==> src/rtl/sar_adc_sample_sequencer.sv <==
// Paces SAR ADC conversions from a sample-period timer, re-arms the controller after each result,
// averages 2**AVG_LOG2 results per word and queues averaged words in a small valid/ready FIFO.
module sar_adc_sample_sequencer #(
  parameter int unsigned BITS       = 8,
  parameter int unsigned AVG_LOG2   = 2,
  parameter int unsigned FIFO_DEPTH = 4,
  parameter int unsigned TIMEOUT    = 32
) (
  input  logic            clk,
  input  logic            rst,
  input  logic            enable,
  input  logic [15:0]     period,
  input  logic            clear_flags,
  output logic            adc_rst_n,
  output logic            adc_start,
  input  logic [BITS-1:0] adc_val,
  input  logic            adc_out_valid,
  output logic [BITS-1:0] sample_data,
  output logic            sample_valid,
  input  logic            sample_ready,
  output logic            overflow,
  output logic            timeout_err
);

  localparam int unsigned ACC_W = BITS + AVG_LOG2;
  localparam int unsigned CNT_W = (AVG_LOG2 > 0) ? AVG_LOG2 : 1;
  localparam int unsigned PTR_W = (FIFO_DEPTH > 1) ? $clog2(FIFO_DEPTH) : 1;
  localparam int unsigned LVL_W = PTR_W + 1;
  localparam int unsigned TO_W  = $clog2(TIMEOUT + 1);

  localparam logic [CNT_W-1:0] CNT_LAST = CNT_W'((1 << AVG_LOG2) - 1);
  localparam logic [TO_W-1:0]  TO_LAST  = TO_W'(TIMEOUT - 1);
  localparam logic [LVL_W-1:0] LVL_FULL = LVL_W'(FIFO_DEPTH);

  typedef enum logic [2:0] {
    S_IDLE,
    S_ARM,
    S_WAIT_TICK,
    S_START,
    S_CONV
  } state_t;

  state_t            state_q;
  state_t            state_d;
  logic [15:0]       tick_cnt;
  logic              pending;
  logic [TO_W-1:0]   to_cnt;
  logic [ACC_W-1:0]  acc;
  logic [CNT_W-1:0]  avg_cnt;
  logic [BITS-1:0]   mem [FIFO_DEPTH];
  logic [PTR_W-1:0]  wr_ptr;
  logic [PTR_W-1:0]  rd_ptr;
  logic [LVL_W-1:0]  level;

  logic              tick;
  logic              capture;
  logic              timed_out;
  logic [ACC_W-1:0]  acc_sum;
  logic              push;
  logic [BITS-1:0]   push_data;
  logic              pop;
  logic              full;
  logic              push_ok;
  logic              drop;
  logic [PTR_W-1:0]  rd_nxt;
  logic [LVL_W-1:0]  level_nxt;
  logic [BITS-1:0]   head_nxt;

  // Datapath decode for the current cycle
  always_comb begin
    tick      = enable && (tick_cnt == period);
    capture   = (state_q == S_CONV) && enable && adc_out_valid;
    timed_out = (state_q == S_CONV) && enable && !adc_out_valid && (to_cnt == TO_LAST);
    acc_sum   = acc + ACC_W'(adc_val);
    push      = capture && (avg_cnt == CNT_LAST);
    push_data = BITS'(acc_sum >> AVG_LOG2);
    pop       = sample_valid && sample_ready;
    full      = (level == LVL_FULL);
    push_ok   = push && (!full || pop);
    drop      = push && full && !pop;
    rd_nxt    = pop ? rd_ptr + PTR_W'(1) : rd_ptr;
    level_nxt = level;
    if (push_ok && !pop) begin
      level_nxt = level + LVL_W'(1);
    end else if (!push_ok && pop) begin
      level_nxt = level - LVL_W'(1);
    end
    // A push landing on the next head slot bypasses the memory read
    head_nxt = (push_ok && (wr_ptr == rd_nxt)) ? push_data : mem[rd_nxt];
  end

  // Sequencer next state; leaving enable always wins
  always_comb begin
    state_d = state_q;
    case (state_q)
      S_IDLE:      if (enable) state_d = S_ARM;
      S_ARM:       state_d = enable ? S_WAIT_TICK : S_IDLE;
      S_WAIT_TICK: begin
        if (!enable) state_d = S_IDLE;
        else if (pending || tick) state_d = S_START;
      end
      S_START:     state_d = enable ? S_CONV : S_IDLE;
      S_CONV: begin
        if (!enable) state_d = S_IDLE;
        else if (capture || timed_out) state_d = S_ARM;
      end
      default:     state_d = S_IDLE;
    endcase
  end

  always_ff @(posedge clk) begin
    if (rst) begin
      state_q      <= S_IDLE;
      adc_rst_n    <= 1'b0;
      adc_start    <= 1'b0;
      tick_cnt     <= '0;
      pending      <= 1'b0;
      to_cnt       <= '0;
      acc          <= '0;
      avg_cnt      <= '0;
      mem          <= '{default: '0};
      wr_ptr       <= '0;
      rd_ptr       <= '0;
      level        <= '0;
      sample_valid <= 1'b0;
      sample_data  <= '0;
      overflow     <= 1'b0;
      timeout_err  <= 1'b0;
    end else begin
      state_q   <= state_d;
      // Outputs follow the state being entered so they line up with it
      adc_rst_n <= (state_d == S_WAIT_TICK) || (state_d == S_START) || (state_d == S_CONV);
      adc_start <= (state_d == S_START);

      tick_cnt <= (!enable || tick) ? 16'd0 : tick_cnt + 16'd1;

      // Ticks arriving while one is already pending merge into it
      if (!enable) begin
        pending <= 1'b0;
      end else if (tick) begin
        pending <= 1'b1;
      end else if (state_q == S_START) begin
        pending <= 1'b0;
      end

      if (state_q == S_START) begin
        to_cnt <= '0;
      end else if (state_q == S_CONV) begin
        to_cnt <= to_cnt + TO_W'(1);
      end

      if (!enable) begin
        acc     <= '0;
        avg_cnt <= '0;
      end else if (capture) begin
        if (push) begin
          acc     <= '0;
          avg_cnt <= '0;
        end else begin
          acc     <= acc_sum;
          avg_cnt <= avg_cnt + CNT_W'(1);
        end
      end

      if (push_ok) begin
        mem[wr_ptr] <= push_data;
        wr_ptr      <= wr_ptr + PTR_W'(1);
      end
      rd_ptr       <= rd_nxt;
      level        <= level_nxt;
      sample_valid <= (level_nxt != '0);
      sample_data  <= head_nxt;

      // Set events take priority over clear_flags
      if (drop) begin
        overflow <= 1'b1;
      end else if (clear_flags) begin
        overflow <= 1'b0;
      end
      if (timed_out) begin
        timeout_err <= 1'b1;
      end else if (clear_flags) begin
        timeout_err <= 1'b0;
      end
    end
  end

endmodule

==> config.mk <==
export PLATFORM = sky130hd
export DESIGN_NAME = sar_adc_sample_sequencer
export DESIGN_NICKNAME = d
export VERILOG_FILES = /design/src/rtl/sar_adc_sample_sequencer.sv
export SDC_FILE = /design/constraint.sdc
export NUM_CORES = 1
export LEC_CHECK = 0
export ABC_AREA = 1
export BUFFER_PORTS_ARGS = -buffer_cell sky130_fd_sc_hd__buf_2
export CAP_MARGIN = 20
export CORE_MARGIN = 4
export CORE_UTILIZATION = 64
export DETAILED_ROUTE_END_ITERATION = 7
export HOLD_SLACK_MARGIN = 0.12
export PLACE_DENSITY_LB_ADDON = 0.05
export RECOVER_POWER = 100
export SYNTH_ARGS = -nofsm -noshare
export SYNTH_HDL_FRONTEND = slang
export SYNTH_SLANG_ARGS = --single-unit
==> constraint.sdc <==
create_clock -name clk -period 2.8 [get_ports clk]
set_clock_uncertainty 0.15 [all_clocks]
set_input_delay 0.28 -clock clk [delete_from_list [all_inputs] [get_ports clk]]
set_output_delay 0.28 -clock clk [all_outputs]
set_load 0.1 [all_outputs]
Yosys cells after proc, flatten, opt, wreduce, memory -nomap -nowiden

Index checks and enable logic that the tools add are counted.

Input bits: 30
Logic and storage cells: 103
Register bits after elaboration: 90
Output and inout port bits: 13

Add/subtract/negate cells: 8
Reductions and logical operators: 33
Mux-type cells: 25
Bitwise gates (word level): 3
Eq/ne operators: 12
Magnitude comparators: 3

Operators by type and width:

| kind                                                             | number |
|---|---|
| 32-bit bitwise mux                                               | 1 |
| 8-bit two-way mux                                                | 4 |
| 3-bit two-way mux                                                | 8 |
| 16-bit by 1-bit adder with 16-bit output (second input constant) | 1 |
| 8-bit binary-select mux with 2-bit select                        | 1 |
| 8-bit demux with 2-bit select                                    | 1 |
| 16-bit == test                                                   | 1 |
| 3-bit case mux with 5 select lines                               | 1 |
| 1-bit logical AND                                                | 14 |
| 3-bit by 2-bit == test with 1-bit output (second input constant) | 4 |
| 10-bit by 8-bit adder with 10-bit output                         | 1 |
| 10-bit two-way mux                                               | 1 |
| 3-bit == test (second input constant)                            | 3 |
| 2-bit by 1-bit adder with 2-bit output (second input constant)   | 3 |
| 6-bit by 1-bit adder with 6-bit output (second input constant)   | 1 |
| 6-bit by 5-bit == test with 1-bit output (second input constant) | 1 |
| 3-bit greater-or-equal comparator (second input constant)        | 2 |
| 1-bit logical OR                                                 | 6 |
| 2-bit two-way mux                                                | 3 |
| 2-bit inverter with 3-bit output                                 | 2 |
| 2-bit nonzero test                                               | 3 |
| 2-bit OR reduction                                               | 3 |
| 1-bit logical NOT                                                | 5 |
| 1-bit two-way mux                                                | 5 |
| 9 further kinds                                                  | 9 |

Logic depth before layout (Yosys ltp)

Gate-level depths: netlist of the first run.

Depth after elaboration: 11
Gate-level depth with buffers: 12

Worst setup path after synthesis of the first run

Ideal clock, no wire load.

Path kind: register -> register
Start: register sample_valid
End: register sample_data[3]
Data arrival time: 2,244 ps
Slack: 290 ps
Stages on the path, launching flop included: 11
Path buffers: 1
Cell sequence: dfxtp_1 > nand2_2 > inv_2 > nand2_2 > xnor2_1 > nand2_1 > nand2_1 > nand2_2 > buf_6 > o21ai_0 > nor2_1

Longest elaborated chain between the ends: 7

Ends and longest elaborated chain:

| item                                                   | line | source |
|---|---|---|
| start, declared                                        | 19   | `output logic sample_valid,` |
| start signal, assigned                                 | 171  | `sample_valid <= (level_nxt != '0);` |
| 1-bit logical AND (*)                                  | 77   | `pop = sample_valid && sample_ready;` |
| 2-bit two-way mux                                      | 81   | `rd_nxt = pop ? rd_ptr + PTR_W'(1) : rd_ptr;` |
| 2-bit inverter with 3-bit output (implied by the code) | 89   | `head_nxt = (push_ok && (wr_ptr == rd_nxt)) ? push_data : mem[rd_nxt];` |
| 8-bit binary-select mux with 2-bit select              | 89   |  |
| 8-bit two-way mux (implied by the code) (2 in series)  | 89   |  |
| 8-bit two-way mux (*)                                  | 89   |  |
| end signal, assigned                                   | 172  | `sample_data <= head_nxt;` |
| end, declared                                          | 18   | `output logic [BITS-1:0] sample_data,` |

Every way passes the cells marked *; elsewhere a longest branch is shown, timed or not. The select of a mux whose other input is x is not followed.
A chain may end at the register's enable or synchronous reset.

Worst setup path in the final report of the first run

Start: input port enable
End: register mem[5] (netlist bit)

Longest elaborated chain between the ends: 4

Ends and longest elaborated chain:

| item                            | line | source |
|---|---|---|
| start, declared                 | 11   | `input logic enable,` |
| 1-bit logical AND (2 in series) | 72   | `capture = (state_q == S_CONV) && enable && adc_out_valid;` |
| 1-bit logical AND               | 75   | `push = capture && (avg_cnt == CNT_LAST);` |
| 1-bit logical AND               | 79   | `push_ok = push && (!full \|\| pop);` |
| end signal, assigned by index   | 166  | `mem[wr_ptr] <= push_data;` |
| end, declared                   | 50   | `logic [BITS-1:0] mem [FIFO_DEPTH];` |

Every way passes these cells.

==> results of run 1 <==
## cell type report
class / count / area share
multi-input cells: 482 / 0.464
flip-flops and latches: 90 / 0.354
inverters: 88 / 0.0648
repair buffers: 52 / 0.0538
clock buffers: 9 / 0.0243
well taps: 96 / 0.0236
clock inverters: 7 / 0.0162
## per-layer routing
metal  up-vias  global-route usage  routed length, um
met1      1919               0.313               4580
met4         0               0.103                198
li1       2238                   -                  -
met3        17              0.0333                573
met5         -                   0                  0
met2       132               0.422               4820
## cell usage in the layout, fill, tap and decap left out, types with 2 or more instances in the layout
master         count
a21oi_1           57
buf_2             27
buf_4              2
clkbuf_1          17
clkbuf_8           9
clkinvlp_4         2
dfxtp_1           90
dlygate4sd3_1      6
ha_1              18
inv_1             86
inv_6              2
nand2_1          176
nand2_2            4
nand3_1           31
nand3b_1           2
nand4_1            5
nor2_1            89
nor2_4             2
nor3_1             8
nor3b_1            3
o211ai_1           4
o21ai_0           56
o21bai_1           2
or2_2              2
xnor2_1            2
xor2_1            15
## worst min-delay path: stages
cell     delay (ns)
buf_2          0.08
ha_1           0.12
nand2_1        0.05
a21oi_1        0.11
## how the worst min path moves through the flow
stage	startpoint	endpoint	slack [ns]	cells past startpoint
finish	adc_val[0]	acc[0]	0.15	4
global route	adc_val[0]	acc[0]	0.16	4
CTS	adc_val[0]	acc[0]	0.14	4
detailed placement	mem[9]	mem[9]	0.30	2
global placement	mem[9]	mem[9]	0.29	2
floorplan	mem[0]	mem[0]	0.28	2
## state kept, by name (all words and copies together) (netlist names)
register and flops:
adc_rst_n 1, wr_ptr 2, rd_ptr 2, overflow 1, level 3, adc_start 1
timeout_err 1, sample_data 8, sample_valid 1, acc 10, to_cnt 6, tick_cnt 16
mem 32, state_q 3, avg_cnt 2, pending 1
## timing repair
item,in CTS,in global routing
hold endpoints to repair,8,0
endpoints found under the setup margin,0,0
hold buffers,6,0
resized for setup,0,0
## cells by family after synthesis
family	Yosys count	share of synthesized area
buffers and inverters	102	0.0913
AOI/OAI and AO/OA	122	0.138
adders and majority gates	19	0.0534
and+or+nand+nor	324	0.293
DFF	90	0.392
xor gates and xnor gates	17	0.0324
## per-stage QoR
stage | total power [mW] | hold slack, ns | instance area [um2] | std cells | util
2_1_floorplan | 1.88 | 0.280 | 4590 | 674 | -
3_3_place_gp | 1.99 | 0.292 | 4860 | 802 | 0.708
3_5_place_dp | 2.01 | 0.303 | 4860 | 802 | 0.708
4_1_cts | 2.92 | 0.143 | 5130 | 824 | 0.747
5_1_grt | 3.04 | 0.156 | 5100 | 824 | 0.742
6_report | 2.90 | 0.151 | 5100 | 824 | 0.742
## where the power goes
part | switching [mW] | internal (mW)
combinational | 0.475 | 0.154
clock | 0.488 | 0.426
sequential | 0.0297 | 1.33
total | 0.993 | 1.91
==> impl_metrics.env, run 1 <==
export IMPL_diodes=0
export IMPL_rrSetupSlack_ns=0.48
export IMPL_synth_common_cells="nand2_1 (175), dfxtp_1 (90), nor2_1 (89)"
export IMPL_p_per_area_mw_per_mm2=569
export IMPL_regArea_mm2=0.00180
export IMPL_grt_max_degree=44
export IMPL_final_hold_violation_count=0
export IMPL_chipHeight_um=92.7
export IMPL_final_setup_viol_count=0
export IMPL_cp_arrival_ns=2.55
export IMPL_drt_first_pass_iters=6
export IMPL_drc=0
export IMPL_netlist_instances=674
export IMPL_syn_nets=723
export IMPL_critPathTopFamily="buffers and inverters"
export IMPL_ys_seq_elements=90
export IMPL_fillers=586
export IMPL_worst_pin_slew_ns=1.24
export IMPL_crit_chain="dlygate4sd3_1 -> clkbuf_1 -> nand2_1 -> nor2_4 -> nand2_1 -> nor2_4 -> nand2_1 -> inv_1 -> o21ai_0 -> a21oi_1"
export IMPL_yosysTopAreaCell="dfxtp_1"
export IMPL_cts_tree="yes"
export IMPL_grt_usage=0.247
export IMPL_ys_types=32
export IMPL_start_kind="input port"
export IMPL_antenna_found_initial=0
export IMPL_coreArea_mm2=0.00687
export IMPL_path_class="in -> reg"
export IMPL_drv_cap=0
export IMPL_setup_tns_ns=0
export IMPL_drt_iter0_markers=265
export IMPL_crit_start="enable"
export IMPL_crit_fanout=9
export IMPL_synth_area_leaders="dfxtp_1 (39%), nand2_1 (14%), nor2_1 (7.3%), inv_1 (6.7%), a21oi_1 (6.2%)"
export IMPL_crit_top_cell="nand2_1"
export IMPL_slowest_stage="dlygate4sd3_1"
export IMPL_finalCritPeriodShare=0.856
export IMPL_die_w_um=92.7
export IMPL_die_area_mm2=0.00859
export IMPL_rsz0062_at_grt="no"
export IMPL_leakagePower_nw=2.36
export IMPL_gp_congestion=0.875
export IMPL_slowest_delay_ns=0.52
export IMPL_slew_viol_final=0
export IMPL_synth_area_per_cell_um2=6.81
export IMPL_multi_input_area_mm2=0.00236
export IMPL_status="finished clean"
export IMPL_final_nets=772
export IMPL_vias=4306
export IMPL_cts_buffers=9
export IMPL_row_count=30
export IMPL_ir_worst_vdd_mv=0.542
export IMPL_ys_warn_count=0
export IMPL_grt_ovfl_total=0
export IMPL_async_flop_share=0
export IMPL_netlist_area_mm2=0.00459
export IMPL_clock_sinks=90
export IMPL_worstPathRequired_ns=2.95
export IMPL_crit_path_end="mem[5]"
export IMPL_syn2layout_area_growth_pct=11.0
export IMPL_dp_slack_ns=0.610
export IMPL_r2r_cells=9
export IMPL_synth_top_area_frac=0.392
export IMPL_initial_utilization=0.668
export IMPL_ys_flop_type="dfxtp_1"
export IMPL_crit_buf_inv=3
export IMPL_slew_headroom=0.178
export IMPL_crit_reg2reg_launch="level[0]"
export IMPL_r2r_end="mem[14]"
export IMPL_routed_wl_um=10200
export IMPL_end_kind="flop"
export IMPL_synth_most_common_cell="nand2_1"
export IMPL_first_global_vias=3910
export IMPL_grt_pass1_wl_um=17200
export IMPL_drtAntennaViolNets=0
export IMPL_fmax_mhz=417
export IMPL_io_pins=43
export IMPL_h_tree_depth=3
export IMPL_portBuffers=42
export IMPL_postCtsSetupBuffers=0
export IMPL_clkSlewWorstSetupHoldPaths_ns=0.10
export IMPL_worst_slack_ns=0.404
export IMPL_hold_path_class="in -> reg"
export IMPL_final_layout_size_suffix_gt1_frac=0.0769
export IMPL_via_per_inst=5.23
export IMPL_wl_per_cell_um=12.3
export IMPL_synth_edff_count=0
export IMPL_ys_seq_area_frac=0.392
export IMPL_clockBufferDepth=2
export IMPL_fin_crit_ns=2.40
export IMPL_insertion_delay_ns=0.36
export IMPL_path_depth=10
export IMPL_dp_hpwl_um=7260
export IMPL_clock_root_buffer="clkbuf_8"
(Power assumes the default switching activity.)
==> run 2: changes to the inputs <==
==> constraint.sdc (replaced) <==
create_clock -name clk -period 2.8 [get_ports clk]
set_clock_uncertainty 0.15 [all_clocks]
set_input_delay 0.56 -clock clk [delete_from_list [all_inputs] [get_ports clk]]
set_output_delay 0.56 -clock clk [all_outputs]
set_load 0.1 [all_outputs]
==> run 2 against run 1 <==
Compared with the run above: core utilization shrank 1.0 points; largest power group unchanged; clock power shrank 8.8%; power shrank 2.6%; largest cell class unchanged; critical endpoint is now sample_data[0]; combinational power is essentially flat; critical path type is now reg -> reg; global-route usage shrank 0.13 points; highest routed layer unchanged; cell area shrank 1.4%; worst hold slack gained 0.16 ns.
==> impl_metrics.env, run 2 (synthesis results as in run 1) <==
export IMPL_dp_hpwl_um=7220
export IMPL_place_area_mm2=0.00488
export IMPL_grt_max_degree=28
export IMPL_drt_iter0_markers=214
export IMPL_final_common_cell="nand2_1"
export IMPL_worst_pin_slew_ns=1.20
export IMPL_chipHeight_um=92.7
export IMPL_insertion_delay_ns=0.36
export IMPL_antenna_found_initial=0
export IMPL_gp_congestion=0.864
export IMPL_routed_wl_um=9920
export IMPL_slew_headroom=0.205
export IMPL_end_kind="flop"
export IMPL_clock_root_buffer="clkbuf_8"
export IMPL_fillers=593
export IMPL_most_common_layout_cells="nand2_1 (178), nor2_1 (90), dfxtp_1 (90), inv_1 (85), a21oi_1 (57)"
export IMPL_cts_tree="yes"
export IMPL_final_hold_violation_count=0
export IMPL_final_layout_size_suffix_gt1_frac=0.0788
export IMPL_finalCritPeriodShare=0.831
export IMPL_holdBufCountCts=0
export IMPL_crit_fanout=13
export IMPL_final_cell_area_mm2=0.00503
export IMPL_drc=0
export IMPL_vias=4302
export IMPL_placed_cells=803
export IMPL_cts_buffers=9
export IMPL_ir_worst_vdd_mv=0.396
export IMPL_fmax_mhz=430
export IMPL_h_tree_depth=3
export IMPL_drt_first_pass_iters=5
export IMPL_grt_usage=0.245
export IMPL_p_per_area_mw_per_mm2=562
export IMPL_final_setup_viol_count=0
export IMPL_holdWs_ns=0.309
export IMPL_diodes=0
export IMPL_wl_per_cell_um=12.1
export IMPL_regMostFlops="mem"
export IMPL_path_class="reg -> reg"
export IMPL_grt_pass1_wl_um=17200
export IMPL_stdcell_count=819
export IMPL_largest_register_ffs=32
export IMPL_io_pins=43
export IMPL_slew_viol_final=0
export IMPL_setup_tns_ns=0
export IMPL_worst_slack_ns=0.474
export IMPL_clkSlewWorstSetupHoldPaths_ns=0.09
export IMPL_final_nets=767
export IMPL_first_global_vias=4057
export IMPL_grt_ovfl_total=0
export IMPL_postCtsSetupBuffers=0
export IMPL_initial_utilization=0.668
export IMPL_cts_repair_resized=0
export IMPL_row_count=30
export IMPL_worstPathRequired_ns=2.93
export IMPL_cp_arrival_ns=2.45
export IMPL_die_w_um=92.7
export IMPL_leakagePower_nw=2.33
export IMPL_drtAntennaViolNets=0
export IMPL_clock_sinks=90
export IMPL_fin_crit_ns=2.33
export IMPL_hold_path_class="reg -> reg"
export IMPL_status="finished clean"
export IMPL_rsz0062_at_grt="no"
export IMPL_clockBufferDepth=2
export IMPL_start_kind="flop"
export IMPL_syn2layout_area_growth_pct=9.48
export IMPL_top_regs="mem: 32 flops, tick_cnt: 16 flops, acc: 10 flops"
export IMPL_drv_cap=0
export IMPL_dp_slack_ns=0.402
export IMPL_die_area_mm2=0.00859
export IMPL_portBuffers=42
export IMPL_via_per_inst=5.25
export IMPL_coreArea_mm2=0.00687
run 2: layer usage:
metal | GRT usage | wire length (um) | vias to the layer above
met5 | 0 | 0 | -
met4 | 0.145 | 332 | 0
met3 | 0.0292 | 519 | 32
met2 | 0.413 | 4670 | 133
met1 | 0.301 | 4400 | 1908
li1 | - | - | 2229
run 2: worst max-delay path: stages, from the launching register on:
cell and delay [ns]:
dfxtp_1 0.34, nor2_1 0.19, nand2_1 0.22, nor2_4 0.19, nand2_1 0.13, nor2_4 0.20
inv_1 0.10, nor2_1 0.15, nand2_2 0.19, inv_1 0.18, nor2_1 0.07, nor2_1 0.15
run 2: path summary, 6_finish.rpt:
| path | start | to | slack (ns) | cells after the start |
|---|---|---|---|---|
| hold reg to reg | mem[0] | mem[0] | 0.31 | 2 |
| setup / recovery | state_q[0] | sample_data[0] | 0.47 | 11 |
| setup reg to reg | state_q[0] | sample_data[0] | 0.47 | 11 |
| hold / removal | mem[0] | mem[0] | 0.31 | 2 |
run 2: where the power goes:
| part | internal (mW) | switching, mW | leakage (nW) |
|---|---|---|---|
| sequential | 1.33 | 0.0325 | 0.727 |
| clock | 0.358 | 0.477 | 0.0948 |
| combinational | 0.157 | 0.474 | 1.51 |
| total | 1.84 | 0.983 | 2.33 |
run 2: layout make-up:
type | instances | area (um2) | share of cell area
Tap cell | 96 | 120 | 0.0239
Clock inverter | 6 | 50.0 | 0.00996
Multi-Input combinational cell | 482 | 2350 | 0.468
Clock buffer | 10 | 138 | 0.0274
Inverter | 88 | 330 | 0.0657
Timing Repair Buffer | 47 | 236 | 0.0470
Sequential cell | 90 | 1800 | 0.358
run 2: metrics by stage:
stage / power [mW] / util
after floorplan: 1.88 / -
after global placement: 2.01 / 0.711
after detailed placement: 2.02 / 0.711
after CTS: 2.85 / 0.738
after global routing: 2.97 / 0.732
final: 2.82 / 0.732
==> run 3: changes to the inputs <==
--- a/config.mk
+++ b/config.mk
@@ -9,7 +9,7 @@
 export BUFFER_PORTS_ARGS = -buffer_cell sky130_fd_sc_hd__buf_2
 export CAP_MARGIN = 20
 export CORE_MARGIN = 4
-export CORE_UTILIZATION = 64
+export CORE_UTILIZATION = 54
 export DETAILED_ROUTE_END_ITERATION = 7
 export HOLD_SLACK_MARGIN = 0.12
 export PLACE_DENSITY_LB_ADDON = 0.05
==> constraint.sdc (replaced) <==
create_clock -name clk -period 1.9 [get_ports clk]
set_clock_uncertainty 0.15 [all_clocks]
set_input_delay 0.38 -clock clk [delete_from_list [all_inputs] [get_ports clk]]
set_output_delay 0.38 -clock clk [all_outputs]
set_load 0.1 [all_outputs]
==> run 3 against run 2 <==
Compared with the run above: the run now ends with setup timing left; critical path depth stayed put; critical path type unchanged; die area is 17% higher; non-clock buffer count is 59 higher; cell count is 8.3% higher; combinational power is 90% higher; setup slack worse by 0.49 ns.
==> impl_metrics.env, run 3 (synthesis results as in run 1) <==
export IMPL_status="complete, but fails checks"
export IMPL_violations="setup timing"
export IMPL_holdBufCountCts=0
export IMPL_rrSetupSlack_ns=-0.01
export IMPL_grt_pass1_wl_um=17900
export IMPL_routed_wl_um=10800
export IMPL_grt_usage=0.218
export IMPL_regMostFlops="mem"
export IMPL_antenna_found_initial=0
export IMPL_slew_viol_final=0
export IMPL_cp_arrival_ns=2.01
export IMPL_finalCritPeriodShare=1.01
export IMPL_clock_sinks=90
export IMPL_coreArea_mm2=0.00826
export IMPL_h_tree_depth=3
export IMPL_drt_iter0_markers=158
export IMPL_drv_cap=0
export IMPL_insertion_delay_ns=0.36
export IMPL_holdWs_ns=0.135
export IMPL_worstPathRequired_ns=2.00
export IMPL_portBuffers=42
export IMPL_drtAntennaViolNets=0
export IMPL_fillers=726
export IMPL_drc=0
export IMPL_leakagePower_nw=2.69
export IMPL_die_w_um=100
export IMPL_ir_worst_vdd_mv=0.561
export IMPL_wl_per_cell_um=12.2
export IMPL_io_pins=43
export IMPL_chipHeight_um=100
export IMPL_first_global_vias=4113
export IMPL_final_layout_size_suffix_gt1_frac=0.219
export IMPL_vias=4442
export IMPL_start_kind="flop"
export IMPL_drt_first_pass_iters=4
export IMPL_grt_max_degree=28
export IMPL_dp_hpwl_um=7810
export IMPL_clock_root_buffer="clkbuf_8"
export IMPL_final_hold_violation_count=0
export IMPL_clkSlewWorstSetupHoldPaths_ns=0.09
export IMPL_most_common_layout_cells="nand2_1 (171), dfxtp_1 (86), inv_1 (81), nor2_1 (76), a21oi_1 (55)"
export IMPL_fmax_mhz=523
export IMPL_diodes=0
export IMPL_slew_headroom=0.638
export IMPL_worst_slack_ns=-0.0124
export IMPL_gp_congestion=0.859
export IMPL_fin_crit_ns=1.91
export IMPL_syn2layout_area_growth_pct=25.3
export IMPL_p_per_area_mw_per_mm2=806
export IMPL_crit_fanout=4
export IMPL_die_area_mm2=0.0100
export IMPL_via_per_inst=5.01
export IMPL_cts_tree="yes"
export IMPL_final_nets=826
export IMPL_final_common_cell="nand2_1"
export IMPL_end_kind="flop"
export IMPL_worst_pin_slew_ns=0.546
export IMPL_grt_ovfl_total=0
export IMPL_path_class="reg -> reg"
export IMPL_rsz0062_at_grt="yes"
export IMPL_final_setup_viol_count=2
export IMPL_top_regs="mem: 32 flops, tick_cnt: 16 flops, acc: 10 flops"
export IMPL_dp_slack_ns=-0.184
export IMPL_clockBufferDepth=2
export IMPL_largest_register_ffs=32
export IMPL_cts_buffers=9
export IMPL_hold_path_class="in -> reg"
export IMPL_row_count=33
export IMPL_initial_utilization=0.556
==> run 3: changes by cell type in the layout (fill, tap and decap cells not counted), sizes merged <==
| cell | previous run | this run |
|---|---|---|
| buf | 32 | 89 |
| bufinv | 0 | 2 |
| clkbuf | 25 | 27 |
| clkinv | 4 | 2 |
| clkinvlp | 1 | 3 |
| inv | 89 | 87 |
==> run 3: through the flow <==
step / TNS (ns) / area [um2] / util / total power [mW] / cells
floorplan: 0 / 4640 / - / 2.78 / 674
finish: -0.0125 / 5750 / 0.697 / 4.63 / 887
global placement: -3.56 / 5380 / 0.652 / 3.16 / 869
CTS: 0 / 5610 / 0.679 / 4.62 / 885
detailed placement: -4.47 / 5380 / 0.652 / 3.18 / 869
global route: -1.92 / 5750 / 0.697 / 4.87 / 887
==> run 3: what timing repair did <==
item / in CTS / in global routing
buffers inserted: 0 / 2
setup endpoints to repair: 12 / 42
gates resized for setup: 4 / 52
pin swaps: 1 / 10
==> run 3: path summary, 6_finish.rpt <==
path                     from  cells after the start        to
setup reg to reg       acc[0]                     11    mem[6]
setup / recovery       acc[0]                     11    mem[6]
hold / removal    clear_flags                      4  overflow
hold reg to reg        mem[9]                      2    mem[9]
==> run 3: final cells by class <==
cell class / instances / area (um2) / share of cell area
well taps: 105 / 131 / 0.0228
repair buffers: 106 / 703 / 0.122
inverters: 88 / 334 / 0.0581
flip-flops and latches: 90 / 1810 / 0.314
multi-input cells: 482 / 2560 / 0.445
clock inverters: 6 / 88.8 / 0.0154
clock buffers: 10 / 128 / 0.0222
==> run 3: where the power goes <==
part | switching, mW | internal [mW]
Combinational | 0.779 | 0.422
Clock | 0.690 | 0.744
Sequential | 0.0407 | 1.96
Total | 1.51 | 3.13
==> run 3: per-layer routing <==
metal  track usage  vias up  wire, um
li1              -     2347         -
met1         0.291     2001      5180
met2         0.359       82      5060
met3        0.0473       12       451
met4        0.0560        0       144
met5             0        -         0
==> run 3: critical path, cell delays in order (launching register included) <==
cell	delay [ns]
dfxtp_2	0.34
ha_4	0.16
fa_2	0.41
nand3_2	0.09
nand2_2	0.06
nand3_2	0.08
nand2_2	0.06
nor2_2	0.13
nor2_2	0.07
buf_6	0.14
nor2_4	0.07
nor2_1	0.05
